`src/rtl/rf_write_arbiter.sv`:
```
// Round-robin arbiter for the register-file write port, with a bounded burst lock
// and a registered write stage that drives wr_en/write_addr/write_data.
module rf_write_arbiter #(
  parameter int unsigned DATA_W   = 32,
  parameter int unsigned ADDR_W   = 4,
  parameter int unsigned LOCK_MAX = 8
) (
  input  logic              clk,
  input  logic              rst,
  input  logic [1:0]        req_valid,
  input  logic [1:0]        req_lock,
  input  logic [ADDR_W-1:0] req_addr0,
  input  logic [DATA_W-1:0] req_data0,
  input  logic [ADDR_W-1:0] req_addr1,
  input  logic [DATA_W-1:0] req_data1,
  output logic [1:0]        req_ready,
  output logic              wr_en,
  output logic [ADDR_W-1:0] write_addr,
  output logic [DATA_W-1:0] write_data,
  output logic [15:0]       busy_mask,
  output logic              locked
);

  localparam int unsigned CntW = $clog2(LOCK_MAX);

  typedef enum logic {StArb, StLocked} state_e;

  state_e            r_state, w_state_next;
  logic              r_last_grant, w_last_grant_next;
  logic              r_owner, w_owner_next;
  logic [CntW-1:0]   r_lock_cnt, w_lock_cnt_next;
  logic [1:0]        w_ready;
  logic              w_accept;
  logic              w_winner;
  logic              r_wr_en;
  logic [ADDR_W-1:0] r_write_addr;
  logic [DATA_W-1:0] r_write_data;

  // Ready is forced low during reset so nothing is accepted before the edge-free reset ends.
  always_comb begin
    w_ready = 2'b00;
    if (!rst) begin
      unique case (r_state)
        StArb: begin
          if (req_valid == 2'b11) w_ready[~r_last_grant] = 1'b1;
          else                    w_ready = req_valid;
        end
        StLocked: w_ready[r_owner] = req_valid[r_owner];
      endcase
    end
  end

  assign req_ready = w_ready;
  assign w_accept  = |(req_valid & w_ready);
  assign w_winner  = w_ready[1];

  always_comb begin
    w_state_next      = r_state;
    w_last_grant_next = r_last_grant;
    w_owner_next      = r_owner;
    w_lock_cnt_next   = r_lock_cnt;
    unique case (r_state)
      StArb: begin
        if (w_accept) begin
          w_last_grant_next = w_winner;
          if (req_lock[w_winner]) begin
            w_state_next    = StLocked;
            w_owner_next    = w_winner;
            w_lock_cnt_next = '0;
          end
        end
      end
      StLocked: begin
        w_lock_cnt_next = r_lock_cnt + CntW'(1);
        // Leaving the lock hands the next tie to the other requester.
        if ((w_accept && !req_lock[r_owner]) || (r_lock_cnt == CntW'(LOCK_MAX - 1))) begin
          w_state_next      = StArb;
          w_last_grant_next = r_owner;
          w_lock_cnt_next   = '0;
        end
      end
    endcase
  end

  always_ff @(posedge clk or posedge rst) begin
    if (rst) begin
      r_state      <= StArb;
      r_last_grant <= 1'b1;
      r_owner      <= 1'b0;
      r_lock_cnt   <= '0;
    end else begin
      r_state      <= w_state_next;
      r_last_grant <= w_last_grant_next;
      r_owner      <= w_owner_next;
      r_lock_cnt   <= w_lock_cnt_next;
    end
  end

  always_ff @(posedge clk or posedge rst) begin
    if (rst) begin
      r_wr_en      <= 1'b0;
      r_write_addr <= '0;
      r_write_data <= '0;
    end else begin
      r_wr_en <= w_accept;
      if (w_accept) begin
        r_write_addr <= w_winner ? req_addr1 : req_addr0;
        r_write_data <= w_winner ? req_data1 : req_data0;
      end
    end
  end

  assign wr_en      = r_wr_en;
  assign write_addr = r_write_addr;
  assign write_data = r_write_data;
  assign busy_mask  = r_wr_en ? (16'(1) << r_write_addr) : 16'h0000;
  assign locked     = (r_state == StLocked);

endmodule

```
`config.mk`:
```
export PLATFORM = sky130hd
export DESIGN_NAME = rf_write_arbiter
export DESIGN_NICKNAME = d
export VERILOG_FILES = /design/src/rtl/rf_write_arbiter.sv
export SDC_FILE = /design/constraint.sdc
export NUM_CORES = 1
export LEC_CHECK = 0
export CAP_MARGIN = 0
export CORE_AREA = 3 3 89 83
export CTS_CLUSTER_DIAMETER = 30
export CTS_CLUSTER_SIZE = 24
export DETAILED_ROUTE_END_ITERATION = 7
export DIE_AREA = 0 0 92 86
export GPL_ROUTABILITY_DRIVEN = 0
export PLACE_DENSITY = 0.75
export REMOVE_ABC_BUFFERS = 1
export SYNTH_ARGS = -nofsm -noshare
export SYNTH_HDL_FRONTEND = slang
export SYNTH_SLANG_ARGS = --single-unit
```
`constraint.sdc`:
```
create_clock -name clk -period 1.8 [get_ports clk]
set_input_delay 0.18 -clock clk [delete_from_list [all_inputs] [get_ports clk]]
set_output_delay 0.18 -clock clk [all_outputs]
set_load 0.01 [all_outputs]
```
==> flow_metrics.py, run 1 <==
metrics = {
    "synth": {
        "synth_top_family_by_area": "compound AO/OA/AOI/OAI gates",
        "synth_cells": 226,
        "synth-seq-cells": 43,
        "synth_top_area_cell": "dfrtp_1",
        "synth_cell_types": 37,
        "syn_area_um2": 2120,
        "yosys.area_share.simple_pct": 15.3,
        "synth_fa_ha_area_share_pct": 1.18,
        "yosys_warnings": 0,
        "yosys-top-cells-area": "dfrtp_1, a22oi_1, o21ai_0",
        "ys_seq_area_share_pct": 50.7,
        "synth_compound_area_share_pct": 26.4,
        "synth_xor_area_share_pct": 0,
        "synth_top_area_share_pct": 49.5,
        "synthMuxAreaShare_pct": 1.47,
        "syn_avg_cell_area_um2": 9.40,
    },
    "drt": {
        "drtIter0Drc": 61,
        "drt_pre_antenna_iters": 4,
        "wl_mm": 7.18,
        "wl_per_cell_um": 15.3,
        "dr_total_vias": 2340,
        "drc": 0,
        "via_per_inst": 4.99,
        "ant_nets": 0,
    },
    "setup_path": {
        "worstSetupPathType": "reg -> out",
        "worst-path-stages": 4,
        "start_kind": "flop",
        "slowest_stage": "or3b_4",
        "slowest_delay_ns": 0.41,
        "cp_max_fo": 3,
        "path_cells": "or3b_4 > buf_4 > nor2_1 > clkdlybuf4s15_2",
        "ff2ff_path_depth": 7,
        "worstPathRequired_ns": 1.62,
        "critPathArrivalTime_ns": 1.57,
        "cp_top_family": "simple AND/OR/NAND/NOR gates",
        "cp-end-kind": "output pin",
        "cp_num_buf_inv": 2,
    },
    "grt": {
        "grtUsageTotal_pct": 17.8,
        "grt_pass1_wl_mm": 11.5,
        "gr-total-overflow": 0,
        "grt_max_degree": 44,
        "grt_pass1_vias": 2399,
        "antenna_found_initial": 0,
    },
    "timing": {
        "rsz0062_at_grt": "yes",
        "fin_ws_ns": 0.0459,
        "maxSlewHeadroom_pct": 63.2,
        "fmax_mhz": 570,
        "tightestPinTransition_ns": 0.553,
        "hold_violations": 0,
        "timing.final.crit_share_pct": 97.5,
        "finalMaxSlewViolations": 0,
        "period_minus_slack_ns": 1.75,
        "setup_violations": 0,
        "clock_skew_ns": 0.00386,
    },
    "die": {
        "start_util_pct": 32.6,
        "dieWidth_um": 92,
        "die_h_um": 86,
        "pin_count": 134,
        "die_area_um2": 7910,
        "coreArea_um2": 6520,
        "rows": 28,
    },
    "clock_tree": {
        "numCtsBuffers": 5,
        "htree_levels": 2,
        "clock-root-buffer": "clkbuf_8",
        "cts.sinks": 43,
        "cts.clk_slew.worst_paths_ns": 0.08,
        "clock_path_buffers": 2,
        "cts_hold_buf": 0,
        "clk_latency_ns": 0.28,
        "cts_tree": "built",
    },
    "pwr": {
        "leakagePower_nw": 1.72,
        "power_mw": 4.95,
        "powerDensity_nw_per_um2": 1290,
        "irDropWorstVdd_mv": 0.546,
    },
    "placement": {
        "placement.io_buffers": 133,
        "place_area_um2": 3640,
        "pre_cts_ws_ns": -0.0761,
        "dpl.hpwl_mm": 5.35,
        "place_inst": 453,
    },
    "cells_and_area": {
        "drive_gt1_share_pct": 15.8,
        "finalNetCount": 458,
        "fin_util_pct": 59.1,
        "syn_to_final_growth_pct": 81.2,
        "stdcell_area_um2": 3850,
        "instances_no_fill": 469,
        "diodes": 0,
    },
    "hold_path": {
        "hp-class": "in -> reg",
        "holdPathStages": 3,
    },
    "run": {
        "drv_cap": 0,
    },
    "status": {
        "status": "complete, no violations",
    },
}
## metrics by stage
stage / setup TNS, ns / hold WS, ns
2_1_floorplan: -30.21 / 0.315
3_3_place_gp: -0.131 / 0.473
3_5_place_dp: -0.417 / 0.473
4_1_cts: -0.0219 / 0.477
5_1_grt: -0.0210 / 0.492
6_report: 0 / 0.488
## synthesized netlist by cell type
cell type and number:
a21o_1 1, a21oi_1 1, a221oi_2 1, a22o_1 2, a22oi_1 37, a31oi_1 2
and3b_1 1, and4_1 1, buf_2 2, buf_4 2, buf_6 2, clkbuf_1 9
clkbuf_2 1, dfrtp_1 42, dfstp_2 1, ha_1 2, inv_1 4, inv_2 1
mux2_1 1, mux2i_1 2, nand2_1 40, nand2b_1 3, nand2b_4 1, nand3_1 1
nand3b_1 3, nor2_1 13, nor2b_1 1, nor3_1 4, o2111ai_1 1, o21ai_0 33
o21ai_1 4, o21ai_2 1, o21bai_1 1, o22ai_1 1, o311a_1 1, or3_1 2
or3b_2 1
## cells by family after synthesis
group | after synthesis
flops | 43
buf+inv | 21
mux | 3
fa+ha+maj | 2
simple gates | 71
compound gates | 86
## power breakdown
group / total [mW] / switching (mW) / internal (mW)
logic: 2.61 / 1.18 / 1.43
clock network: 0.647 / 0.332 / 0.315
registers: 1.70 / 0.278 / 1.42
## registers in the layout (all words and copies together) (netlist names)
register / count
r_lock_cnt: 3
r_owner: 1
r_last_grant: 1
locked: 1
write_addr: 4
write_data: 32
wr_en: 1
## worst reg2reg max path, cell delays in order, from the launching register on
cell and delay [ns]:
dfrtp_2 0.44, buf_4 0.16, nand3b_1 0.15, and4_1 0.23
buf_4 0.17, buf_6 0.18, a22oi_1 0.19, nand2_1 0.07
## routing by layer
layer	vias to the layer above	GRT usage, %	routed length [um]
li1	1125	-	-
met2	92	32.2	3660
met5	-	0	0
met1	1117	20.5	2900
met3	6	6.14	566
met4	0	3.64	54
## what timing repair did
action / 4_1_cts / 5_1_grt
gates resized for setup: 28 / 15
setup buffers: 4 / 4
endpoints found under the setup margin: 17 / 26
## area by class of cell
cell class	count	area, um^2
well taps	90	113
flip-flops and latches	43	1080
multi-input cells	162	1010
inverters	5	18.8
fillers	594	2670
clock buffers	7	86.3
repair buffers	161	1530
clock inverters	1	8.76
## cell usage in the layout (no fill, tap or decap), drive strengths merged, types with 3 or more instances in the layout
master	synthesis	routed
clkdlybuf4s15	0	4
dfrtp	42	42
dlygate4sd2	0	8
a22oi	37	37
inv	5	5
nor2	13	13
nand2	40	40
buf	6	27
nand3b	3	3
clkbuf	10	10
o21ai	38	38
nand2b	4	4
clkdlybuf4s50	0	117
nor3	4	4
## path summary, 6_finish.rpt
path                       slack [ns]        endpoint      startpoint
min in group asynchronous        0.54         r_owner             rst
hold reg to reg                  0.49  write_data[25]  write_data[25]
setup reg to reg                 0.10   write_data[4]          locked
max in group asynchronous        0.86   write_addr[3]             rst
hold / removal                   0.49  write_data[27]   req_data1[27]
setup / recovery                 0.05    busy_mask[8]   write_addr[1]
Note: power is estimated with default switching activity, not from simulation.
==> run 2, diff against run 1 <==
Settings changed: CTS_CLUSTER_SIZE 24 to default.
==> results of run 2 <==
The final DEF is identical to that of run 1; final timing and power are the same.
